[config.mk]
export PLATFORM = sky130hd
export DESIGN_NAME = aer_channel_arbiter
export DESIGN_NICKNAME = d
export VERILOG_FILES = /design/src/rtl/aer_channel_arbiter.sv
export SDC_FILE = /design/constraint.sdc
export NUM_CORES = 1
export LEC_CHECK = 0
export ABC_AREA = 1
export CELL_PAD_IN_SITES_DETAIL_PLACEMENT = 2
export CELL_PAD_IN_SITES_GLOBAL_PLACEMENT = 2
export CORE_MARGIN = 2
export CORE_UTILIZATION = 28
export CTS_BUF_LIST = sky130_fd_sc_hd__clkbuf_4 sky130_fd_sc_hd__clkbuf_8
export CTS_CLUSTER_DIAMETER = 120
export CTS_CLUSTER_SIZE = 28
export DETAILED_ROUTE_END_ITERATION = 8
export PLACE_DENSITY_LB_ADDON = 0.1
export SLEW_MARGIN = 15
export SYNTH_ARGS = -nofsm -noshare
export SYNTH_HDL_FRONTEND = slang
export SYNTH_SLANG_ARGS = --single-unit
[constraint.sdc]
create_clock -name clk -period 1.8 [get_ports clk]
set_input_delay 0.27 -clock clk [delete_from_list [all_inputs] [get_ports clk]]
set_output_delay 0.27 -clock clk [all_outputs]
set_load 0.005 [all_outputs]
[src/rtl/aer_channel_arbiter.sv]
// Round-robin arbiter sharing one 4-line AER channel among N_SRC spike sources.
// Runs a 4-phase return-to-zero handshake per event with a per-phase abort timer.
module aer_channel_arbiter #(
  parameter int unsigned N_SRC   = 4,
  parameter int unsigned ID_W    = 2,
  parameter int unsigned TIMEOUT = 255,
  parameter int unsigned CNT_W   = 8
) (
  input  logic               clk,
  input  logic               reset,
  input  logic [N_SRC-1:0]   req,
  input  logic [2*N_SRC-1:0] evt,
  input  logic               ack_in,
  output logic [3:0]         ch_out,
  output logic [N_SRC-1:0]   done,
  output logic               busy,
  output logic [ID_W-1:0]    grant_id,
  output logic               timeout_err,
  output logic [CNT_W-1:0]   err_cnt
);

  typedef enum logic [1:0] {IDLE, DRIVE, RELEASE, RECOVER} state_t;

  state_t             state_q, state_d;
  logic               ack_meta_q, ack_meta_d;
  logic               ack_s_q, ack_s_d;
  logic [3:0]         ch_out_q, ch_out_d;
  logic [N_SRC-1:0]   done_q, done_d;
  logic [ID_W-1:0]    grant_id_q, grant_id_d;
  logic               timeout_err_q, timeout_err_d;
  logic [CNT_W-1:0]   err_cnt_q, err_cnt_d;
  logic [ID_W-1:0]    rr_q, rr_d;
  logic [CNT_W-1:0]   timer_q, timer_d;

  logic               pick_found;
  logic [ID_W-1:0]    pick_id;
  logic [ID_W:0]      pick_idx;
  logic [ID_W-1:0]    grant_next;
  logic [CNT_W:0]     timer_inc;
  logic               expired;
  logic               do_abort;

  // First requester at or after the round-robin pointer, wrapping modulo N_SRC.
  always_comb begin
    pick_found = 1'b0;
    pick_id    = '0;
    pick_idx   = '0;
    for (int unsigned off = 0; off < N_SRC; off++) begin
      pick_idx = {1'b0, rr_q} + (ID_W+1)'(off);
      if (pick_idx >= (ID_W+1)'(N_SRC)) pick_idx = pick_idx - (ID_W+1)'(N_SRC);
      if (!pick_found && req[pick_idx[ID_W-1:0]]) begin
        pick_found = 1'b1;
        pick_id    = pick_idx[ID_W-1:0];
      end
    end
  end

  assign grant_next = (grant_id_q == ID_W'(N_SRC-1)) ? '0 : grant_id_q + 1'b1;
  assign timer_inc  = {1'b0, timer_q} + 1'b1;
  assign expired    = (timer_inc == (CNT_W+1)'(TIMEOUT));

  always_comb begin
    state_d       = state_q;
    ack_meta_d    = ack_in;
    ack_s_d       = ack_meta_q;
    ch_out_d      = ch_out_q;
    done_d        = '0;
    grant_id_d    = grant_id_q;
    timeout_err_d = 1'b0;
    err_cnt_d     = err_cnt_q;
    rr_d          = rr_q;
    timer_d       = timer_q;
    do_abort      = 1'b0;
    case (state_q)
      IDLE: begin
        ch_out_d = '0;
        if (pick_found && !ack_s_q) begin
          grant_id_d = pick_id;
          ch_out_d   = 4'b0001 << evt[2*pick_id +: 2];
          timer_d    = '0;
          state_d    = DRIVE;
        end
      end
      DRIVE: begin
        if (ack_s_q) begin
          ch_out_d = '0;
          timer_d  = '0;
          state_d  = RELEASE;
        end else if (expired) begin
          do_abort = 1'b1;
        end else begin
          timer_d = timer_inc[CNT_W-1:0];
        end
      end
      RELEASE: begin
        if (!ack_s_q) begin
          done_d[grant_id_q] = 1'b1;
          rr_d    = grant_next;
          state_d = IDLE;
        end else if (expired) begin
          do_abort = 1'b1;
        end else begin
          timer_d = timer_inc[CNT_W-1:0];
        end
      end
      RECOVER: begin
        ch_out_d = '0;
        if (!ack_s_q) state_d = IDLE;
      end
      default: state_d = IDLE;
    endcase
    // The phase condition is tested first above, so it wins over a same-cycle expiry.
    if (do_abort) begin
      ch_out_d      = '0;
      timeout_err_d = 1'b1;
      if (err_cnt_q != '1) err_cnt_d = err_cnt_q + 1'b1;
      rr_d          = grant_next;
      state_d       = RECOVER;
    end
  end

  always_ff @(posedge clk) begin
    if (reset) begin
      state_q       <= IDLE;
      ack_meta_q    <= 1'b0;
      ack_s_q       <= 1'b0;
      ch_out_q      <= '0;
      done_q        <= '0;
      grant_id_q    <= '0;
      timeout_err_q <= 1'b0;
      err_cnt_q     <= '0;
      rr_q          <= '0;
      timer_q       <= '0;
    end else begin
      state_q       <= state_d;
      ack_meta_q    <= ack_meta_d;
      ack_s_q       <= ack_s_d;
      ch_out_q      <= ch_out_d;
      done_q        <= done_d;
      grant_id_q    <= grant_id_d;
      timeout_err_q <= timeout_err_d;
      err_cnt_q     <= err_cnt_d;
      rr_q          <= rr_d;
      timer_q       <= timer_d;
    end
  end

  assign ch_out      = ch_out_q;
  assign done        = done_q;
  assign busy        = (state_q != IDLE);
  assign grant_id    = grant_id_q;
  assign timeout_err = timeout_err_q;
  assign err_cnt     = err_cnt_q;

endmodule

==> results.json <==
{
  "synth.distinct_cells": 31,
  "vias": 2479,
  "crit_chain": "buf_6 -> nand2_1 -> nand2_2 -> nand2_4 -> nand2_4 -> nor2_4 -> nand2_4 -> o21ai_4 -> nand2_4 -> o211ai_4 -> nand2_1 -> o21ai_1 -> o21ai_1",
  "crit_fanout": 5,
  "worst_slew_pin_slew_ns": 0.392,
  "crit_path_frequent_cell": "nand2_4",
  "setup_ws_ns": -0.269,
  "avgSynthCellArea_um2": 7.12,
  "finalCriticalPeriod_ns": 2.07,
  "routedWlPerCell_um": 21.8,
  "clock.fmax_ghz": 0.483,
  "hpwlAfterDp_um": 5160,
  "max_slew_margin_pct": 73.9,
  "pin_count": 35,
  "clk_latency_ns": 0.30,
  "yosysSeqAreaShare_pct": 31.2,
  "dieArea_um2": 8290,
  "syn_nets": 325,
  "grt_antenna_before_repair": 0,
  "num-nets-final": 426,
  "synthCells": 298,
  "vias_per_cell": 4.97,
  "grt_max_degree": 15,
  "portBuffers": 34,
  "root_buffer": "clkbuf_8",
  "crit_type": "reg2reg",
  "yosysWarningCount": 0,
  "synthFlopType": "dfxtp_1",
  "p_seq_share_pct": 18.4,
  "cpPeakStageDelay_ns": 0.37,
  "irDropWorstVdd_uv": 490,
  "period_share_pct": 115,
  "layout_common_cells": "buf_4 (51), nand2_1 (40), inv_1 (34), clkdlybuf4s50_1 (30), dfxtp_1 (25)",
  "netlist_area_um2": 2120,
  "hold_viol": 0,
  "grt_pass1_wl_um": 12900,
  "drive_gt1_share_pct": 50.5,
  "violations": "setup timing",
  "first_pass_iters": 4,
  "start_util_pct": 29.1,
  "final_area_um2": 3800,
  "antenna_cells": 0,
  "core_region_area_um2": 7290,
  "cpMaxStageDelayCell": "dfxtp_4",
  "grtUsageTotal_pct": 19.5,
  "die_height_um": 91.0,
  "numCtsBuffers": 5,
  "crit_required_ns": 1.96,
  "post_dp_cell_area_um2": 2820,
  "fin_cells": 499,
  "switching_share_pct": 50.5,
  "ys_async_sr_fraction_pct": 0,
  "grt_overflow_total": 0,
  "cts_tree": "yes",
  "ant_nets": 0,
  "p_comb_share_pct": 72.2,
  "power_leakage_nw": 1.73,
  "layout_commonest_cell": "buf_4",
  "synth.largest_area_cell": "dfxtp_1",
  "start_kind": "register",
  "slew_violations": 0,
  "wl_met3_um": 170,
  "place.gp.congestion": 0.763,
  "synth_top_area_share_pct": 31.2,
  "met2WireLength_um": 6020,
  "postRouteWirelength_um": 10900,
  "first_iter_violations": 91,
  "cts-htree-levels": 2,
  "cap_violations": 0,
  "synthTopCellsByArea": "dfxtp_1 (31%), nand2_1 (13%), nand3_1 (8.0%)",
  "p_clk_share_pct": 9.4,
  "min_path_type": "reg2reg",
  "drt-met1-wl_um": 4470,
  "ys_ff_latch": 33,
  "setup_violations": 27,
  "synth-edff-count": 0,
  "intPower_w": 0.00304,
  "routed.top_layer": "met4",
  "dieWidth_um": 91.0,
  "cts.sinks": 33,
  "rsz0062_at_grt": "yes",
  "end_kind": "register",
  "critPathBufInv": 1,
  "area_growth_syn_to_layout_pct": 79.4,
  "grt_pass1_vias": 2612,
  "place_inst": 463,
  "cpLargestDelayFamily": "simple AND/OR/NAND/NOR gates",
  "clockBufferDepth": 2,
  "netSwitchingPower_w": 0.00310,
  "p_per_area_nw_per_um2": 1610,
  "status": "complete, but fails checks",
  "rows": 31,
  "clk_pin_slew_ns": 0.07,
  "crit_arrival_ns": 2.23,
  "drc": 0,
  "finalClockSkew_ns": 0.0123
}
-- path summary, 6_finish.rpt --
check	to	start	cells after the start	slack [ns]
setup / recovery	state_q[1]	rr_q[0]	13	-0.27
hold / removal	ack_s_q	ack_meta_q	2	0.43
setup reg to reg	state_q[1]	rr_q[0]	13	-0.27
hold reg to reg	ack_s_q	ack_meta_q	2	0.43
-- cell families after synthesis --
group                    after synthesis  share of synthesized area, %
buffers and inverters                 50                          9.62
AO/OA/AOI/OAI                         36                          11.5
XOR/XNOR                              12                          4.96
adder cells (fa/ha/maj)               12                          7.08
AND/OR/NAND/NOR                      155                          35.7
flip-flops                            33                          31.2
-- metrics by stage --
stage               util (%)  power (W)  TNS [ns]  worst slack, ns  hold WS [ns]
finish                  52.2    0.00614     -4.90           -0.269         0.428
global route            52.2    0.00649     -7.50           -0.382         0.482
CTS                     45.4    0.00494    -0.591          -0.0787         0.430
detailed placement      38.7    0.00358     -6.40           -0.382         0.417
global placement        38.7    0.00347     -4.91           -0.355         0.393
floorplan                  -    0.00262         0           0.0245         0.339
-- repair_timing --
item,4_1_cts,5_1_grt
setup endpoints to repair,27,28
gates resized for setup,84,98
buffers inserted,14,16
hold buffers,0,0
gates cloned,1,0
pin swaps,31,51
endpoints found under the hold margin,0,0
-- routing by layer --
| layer | vias to the layer above | global-route usage [%] |
|---|---|---|
| met5 | - | 0 |
| met4 | 0 | 6.44 |
| met3 | 17 | 2.99 |
| met2 | 38 | 37.5 |
| met1 | 1260 | 21.7 |
| li1 | 1164 | - |
-- synthesized netlist by cell type, types with 7 or more instances --
master,n
nand3_1,34
nand2_2,7
o21ai_0,7
ha_1,12
nor2_1,20
xor2_1,7
a21oi_1,16
inv_1,42
nand4_1,7
dfxtp_1,33
nand2_1,72
-- worst reg2reg max path: cells and delay by family, from the launching register on --
kind	cells	cell delay (ns)
compound gates	4	0.59
simple gates	8	0.85
flops	1	0.37
buf+inv	1	0.13
-- state kept, by name, summed over array words and instances (netlist names) --
name,flops
timer_q,8
err_cnt,8
ack_s_q,1
state_q,2
ack_meta_q,1
rr_q,2
ch_out,4
timeout_err,1
grant_id,2
done,4
-- area by class of cell --
type / instances / area, um2
Clock buffer: 6 / 76.3
Inverter: 47 / 194
Fill cell: 788 / 3490
Timing Repair Buffer: 96 / 850
Multi-Input combinational cell: 216 / 1870
Clock inverter: 2 / 10.0
Tap cell: 99 / 124
Sequential cell: 33 / 686
-- power by group through the flow --
stage                     clock (W)  combinational [W]  sequential [W]
after floorplan                   0            0.00160         0.00103
after global placement            0            0.00243         0.00104
after detailed placement          0            0.00253         0.00105
after CTS                  0.000592            0.00328         0.00107
after global routing       0.000631            0.00472         0.00114
final                      0.000580            0.00443         0.00113
Note: power is estimated with default switching activity, not from simulation.
